File: src/rtl/ftdi_sync_arb.sv
// FTDI synchronous-FIFO bus arbiter: bursts RX words into a small FIFO and
// drains the host TX stream onto the bus, with turnaround cycles around reads.
module ftdi_sync_arb #(
  parameter int DW          = 8,
  parameter int RX_DEPTH    = 4,
  parameter int BURST_MAX   = 64,
  parameter int RX_PRIORITY = 1
) (
  input  logic          clk,
  input  logic          rst,
  input  logic [DW-1:0] data_i,
  output logic [DW-1:0] data_o,
  output logic          data_oe,
  input  logic          rxf_n,
  input  logic          txe_n,
  output logic          rd_n,
  output logic          oe_n,
  output logic          wr_n,
  input  logic [DW-1:0] tx_tdata,
  input  logic          tx_tvalid,
  output logic          tx_tready,
  output logic [DW-1:0] rx_tdata,
  output logic          rx_tvalid,
  input  logic          rx_tready
);
  // state   | meaning
  // IDLE    | bus released, arbitrating
  // RD_TURN | FTDI drives bus (oe_n low), no read yet
  // RD      | read burst, one word per cycle while data and room
  // RD_END  | FTDI releases bus before anyone else may drive
  // WR      | write burst from the TX stream
  localparam int PW = $clog2(RX_DEPTH);
  localparam int CW = $clog2(RX_DEPTH + 1);
  localparam int BW = $clog2(BURST_MAX + 1);

  typedef enum logic [2:0] {IDLE, RD_TURN, RD, RD_END, WR} state_t;

  state_t        state, state_nx;
  logic          last_rx, last_rx_nx;
  logic [BW-1:0] burst_cnt, burst_nx;

  logic [DW-1:0] mem [RX_DEPTH];
  logic [PW-1:0] wr_ptr, rd_ptr;
  logic [CW-1:0] count;
  logic          full, rx_req, tx_req, push, pop, full_after, burst_last;

  assign full       = (count == CW'(RX_DEPTH));
  assign rx_req     = !rxf_n && !full;
  assign tx_req     = !txe_n && tx_tvalid;
  assign rx_tvalid  = (count != '0);
  assign rx_tdata   = mem[rd_ptr];
  assign pop        = rx_tvalid && rx_tready;
  assign push       = (state == RD) && rx_req;
  // Leave RD as soon as this capture fills the FIFO so rd_n never pulses into a full buffer
  assign full_after = push && !pop && (count == CW'(RX_DEPTH - 1));
  assign burst_last = (burst_cnt == BW'(BURST_MAX - 1));
  assign data_o     = tx_tdata;

  always_comb begin
    state_nx   = state;
    last_rx_nx = last_rx;
    burst_nx   = burst_cnt;
    rd_n       = 1'b1;
    oe_n       = 1'b1;
    wr_n       = 1'b1;
    data_oe    = 1'b0;
    tx_tready  = 1'b0;
    case (state)
      IDLE: begin
        if (rx_req && (!tx_req || (RX_PRIORITY != 0) || !last_rx)) begin
          state_nx   = RD_TURN;
          last_rx_nx = 1'b1;
          burst_nx   = '0;
        end else if (tx_req) begin
          state_nx   = WR;
          last_rx_nx = 1'b0;
          burst_nx   = '0;
        end
      end
      RD_TURN: begin
        oe_n     = 1'b0;
        state_nx = RD;
      end
      RD: begin
        oe_n = 1'b0;
        rd_n = !rx_req;
        if (push) burst_nx = burst_cnt + BW'(1);
        if (!push || full_after || burst_last) state_nx = RD_END;
      end
      RD_END: state_nx = IDLE;
      WR: begin
        data_oe   = 1'b1;
        wr_n      = !tx_req;
        tx_tready = tx_req;
        if (tx_req) burst_nx = burst_cnt + BW'(1);
        if (!tx_req || burst_last) state_nx = IDLE;
      end
      default: state_nx = IDLE;
    endcase
  end

  always_ff @(posedge clk or posedge rst) begin
    if (rst) begin
      state     <= IDLE;
      last_rx   <= 1'b0;
      burst_cnt <= '0;
    end else begin
      state     <= state_nx;
      last_rx   <= last_rx_nx;
      burst_cnt <= burst_nx;
    end
  end

  always_ff @(posedge clk or posedge rst) begin
    if (rst) begin
      wr_ptr <= '0;
      rd_ptr <= '0;
      count  <= '0;
    end else begin
      if (push) wr_ptr <= wr_ptr + PW'(1);
      if (pop)  rd_ptr <= rd_ptr + PW'(1);
      case ({push, pop})
        2'b10:   count <= count + CW'(1);
        2'b01:   count <= count - CW'(1);
        default: count <= count;
      endcase
    end
  end

  always_ff @(posedge clk) begin
    if (push) mem[wr_ptr] <= data_i;
  end
endmodule

File: config.mk
export PLATFORM = sky130hd
export DESIGN_NAME = ftdi_sync_arb
export DESIGN_NICKNAME = d
export VERILOG_FILES = /design/src/rtl/ftdi_sync_arb.sv
export SDC_FILE = /design/constraint.sdc
export NUM_CORES = 1
export LEC_CHECK = 0
export BUFFER_PORTS_ARGS = -buffer_cell sky130_fd_sc_hd__clkbuf_2
export CORE_MARGIN = 3
export CORE_UTILIZATION = 45
export CTS_BUF_LIST = sky130_fd_sc_hd__clkbuf_16
export CTS_CLUSTER_SIZE = 8
export DETAILED_ROUTE_END_ITERATION = 8
export PLACE_DENSITY = 0.64
export SETUP_SLACK_MARGIN = 0.2
export SYNTH_ARGS = -nofsm -noshare
export SYNTH_HDL_FRONTEND = slang
export SYNTH_SLANG_ARGS = --single-unit
File: constraint.sdc
create_clock -name clk -period 2.6 [get_ports clk]
set_input_delay 0.26 -clock clk [delete_from_list [all_inputs] [get_ports clk]]
set_output_delay 0.26 -clock clk [all_outputs]
set_load 0.005 [all_outputs]
==> results.txt <==
The run finished with clean final reports. The average wire length per cell after detail routing came out at approximately 16 um. In this run, distinct cell masters in the synthesized netlist total 37. The TritonCTS buffer count came out at 5. The deepest level of the CTS H-tree is 2. The number of nets handed over by synthesis was between 150 and 200. The region available for standard cell placement spans 4790 um2.

The register area share after synthesis came out at between 60% and 70%. The net switching power figure came out at 852 uW. The global-route met3 utilization came out at around 4.2%. The clock slew seen by the registers of the worst setup and hold paths is 70 ps. The initial core utilization came out at between 40 and 50%. The total length of routed wires is 4000 um. The most frequent cell after synthesis is edfxtp_1.

The area growth from synthesis to layout is 12.8%. For the worst setup path, the data arrival time is roughly 2300 ps. The count of boundary I/O pins came out at 44.

The count of buffer and inverter cells on the critical path came out at 1. The post-synthesis share of cell area spent on and, or, nand and nor gates is 9.87%. The number of hold violations in the final report came out at 0. The via total after detailed routing came out at approximately 1,300. Measured along the x axis, the die boundary spans between 70 and 80 um. Using the TritonRoute via totals, the vias-per-cell ratio works out to 5.34. The pin slew with the least headroom to its limit came out at 666 ps. The global routing stage identified its most utilized layer as met2.

The leakage power summed over all cells came out at 1.02 nW. Among all stages on the critical path, the largest delay is contributed by dfrtp_1. The number of enable flip-flop cells after synthesis is 32. The number of cells produced by synthesis came out at 157. The finished cells cover 2560 um2. The met1 capacity usage during global routing is around 18%. The number of max-capacitance violations reported came out at 0. The power density over cell area is 1020 nW/um2. The area of the mapped netlist is 2270 um2.

The setup TNS came out at 0 ps. The critical path goes through nor3b_2, nor2_2, nand3_1, ha_1, inv_1, fa_1, xor2_1, nor2_1, xor2_1. Net switching is 32.6% of the power. The final setup skew came out at slightly below 7 ps.

Setup repair after global routing left no endpoint under its margin. The average cell area after synthesis is 14.5 um2. The placer congestion estimate came out at 0.735. The via count of the first global-routing pass came out at roughly 1,400.

The setup check on the worst reg-to-reg path leaves a slack of 560 ps. The peak ir drop on the vdd network is 513 uV. The maximum root-to-sink buffer count came out at 2. The synthesized netlist devotes 3.09% of its cell area to XOR and XNOR gates. The TritonCTS sink count came out at 49. The area share of the leading cell type in the synthesized netlist came out at between 40% and 50%. By area, the combinational part of the netlist is dominated by simple AND/OR/NAND/NOR gates. The total of warnings raised by yosys is 0.

STA puts the critical path data required time at 2810 ps. Buffers placed on the I/O ports in this run total 27. For this run, the slowest stage of the critical path takes 420 ps. The hold buffer count at cts came out at 0. The compound-gate portion of the synthesized area is under 10%. The total of flip-flops plus latches after synthesis is 49.

The HPWL after detailed placement is 2930 um. The relative contribution of sequential cells to total power is 45.0%. The DRC violations left is 0. The worst hold path belongs to the class in2async. The area of the die came out at ~6000 um2. Setup violations remaining at the end of the flow were counted as 0. The shortest period the worst path allows came out at 2040 ps. The worst-skew pair later-pin latency came out at 290 ps. In the synthesized netlist, the cells that appear most often are edfxtp_1, dfrtp_1, inv_1. The wire length of the first global-routing pass is approximately 6900 um. Among all flip-flop cells after synthesis, the most frequent one is edfxtp_1. The critical path in this run is classified as reg2reg.

Cells with a size suffix above 1 make up 29.4% of the layout. After synthesis, the cell types taking the most area are edfxtp_1, dfrtp_1, mux4_2. In this design, the largest share of critical-path delay is due to simple AND/OR/NAND/NOR gates.

The worst setup path is launched from a register. The setup fix buffers added after clock tree synthesis is 0. The TritonCTS clock tree is yes. The number of search-and-repair iterations in the first detailed-routing pass came out at 4. The number of rows created at floorplan is 25. The count of nets after finishing is 209. The final hold slack is around 53 ps.

The initial antenna violation count is 0. The post-cts gate resize count came out at 0. The total routing resource utilization after global routing is between 10% and 20%. The relative contribution of the clock network to total power is ~25%. Of all cell types, the one taking the most synthesized area is edfxtp_1. The met2 usage in global routing is between 20% and 30%.

The number of antenna diodes is 0. Static timing analysis puts the maximum clock frequency at 489 MHz. The endpoint identified for the worst register-to-register timing path is count[2].

STA classifies the critical path endpoint as a register. CTS placed an instance of clkbuf_16 at the clock tree root. The die is 77.0 um tall. The share of synthesized area spent on multiplexers is 8.38%. The number of cell instances on the worst register-to-register path came out at 9. The part of the cycle the worst path needs is 78.6%. The worst pin sits at a relative slew slack of 55.6%.

Of all flip-flops after synthesis, the portion carrying an async set or reset was 34.7%. The part of the total power dissipated in combinational logic came out at 30.1%. The max-slew violation count came to 0. The peak fanout along the critical path is 4. The post-synthesis share of cell area spent on full adders, half adders and majority gates came out at under 10%.

After detailed placement, the total cell area comes to 2410 um2. Counting stages on the worst path, the most repeated cell is xor2_1. The internal power of the cells totals 1.76 mW. The maximum number of pins on one net before global-route repair came out at 19. The number of antenna-violating nets in the routed design is 0. The worst register-to-register path begins at count[1].

In this run, the number of DRC markers left after iteration 0 of detailed routing was slightly above 70. The residual overflow from global routing came out at 0.
area by class of cell:
class	instances	area, um2
multi-input combinational	83	748
timing repair buffer	28	143
clock buffer	5	125
clock inverter	3	28.8
sequential	49	1390
fill	404	2230
inverter	12	45.0
tap	67	83.8
state kept, by name, indices dropped and copies added (netlist names):
name and cells:
burst_cnt 7, count 3, state 3, rd_ptr 2, mem 32, wr_ptr 2
worst register-to-register path, stage by stage, from the launching register on:
cell and delay, ps:
dfrtp_1 420, nor3b_2 300, nor2_2 90, nand3_1 120
ha_1 190, inv_1 60, fa_1 370, xor2_1 150
nor2_1 110, xor2_1 150
power by group through the flow:
stage,Combinational [mW],Sequential (mW),Clock (mW)
global route,0.886,1.21,0.705
finish,0.785,1.18,0.651
floorplan,0.704,1.06,0
detailed placement,0.793,1.20,0
global placement,0.766,1.18,0
CTS,0.797,1.18,0.666
cell families (layout without fill, tap and decap cells):
| family | after synthesis | after routing |
|---|---|---|
| muxes | 9 | 9 |
| AOI/OAI and AO/OA | 23 | 23 |
| buffers and inverters | 25 | 48 |
| xor gates and xnor gates | 8 | 8 |
| and+or+nand+nor | 35 | 35 |
| adders and majority gates | 8 | 8 |
| DFF | 49 | 49 |
through the flow:
| step | utilization, % | std cells | worst slack (ps) | power [mW] |
|---|---|---|---|---|
| finish | 53.5 | 247 | 555 | 2.61 |
| global route | 53.5 | 247 | 370 | 2.80 |
| CTS | 53.5 | 247 | 533 | 2.64 |
| detailed placement | 50.3 | 239 | 546 | 1.99 |
| global placement | 50.3 | 239 | 648 | 1.95 |
| floorplan | - | 157 | 674 | 1.76 |
worst max path at each step:
stage	startpoint	to	slack (ps)	depth (start not counted)
after floorplan	count[2]	count[2]	670	9
after global placement	count[2]	count[2]	650	9
after detailed placement	count[1]	count[2]	550	9
after CTS	count[1]	count[2]	530	9
after global routing	count[0]	count[2]	370	9
final	count[1]	count[2]	560	9
layout by cell type, fill, tap and decap left out, types with 5 or more instances in the layout:
cell / instances
clkbuf_2: 27
nor2_1: 7
o21ai_1: 8
o21ai_0: 6
ha_1: 7
edfxtp_1: 32
mux4_2: 8
nand2_1: 5
dfrtp_1: 17
xnor2_1: 5
clkbuf_16: 5
inv_1: 12
per-layer routing:
| layer | vias up | share of wire [%] |
|---|---|---|
| met4 | 0 | 2.0 |
| met2 | 31 | 53 |
| met5 | - | 0 |
| met3 | 16 | 5.2 |
| li1 | 615 | - |
| met1 | 658 | 40 |
(Power assumes the default switching activity.)
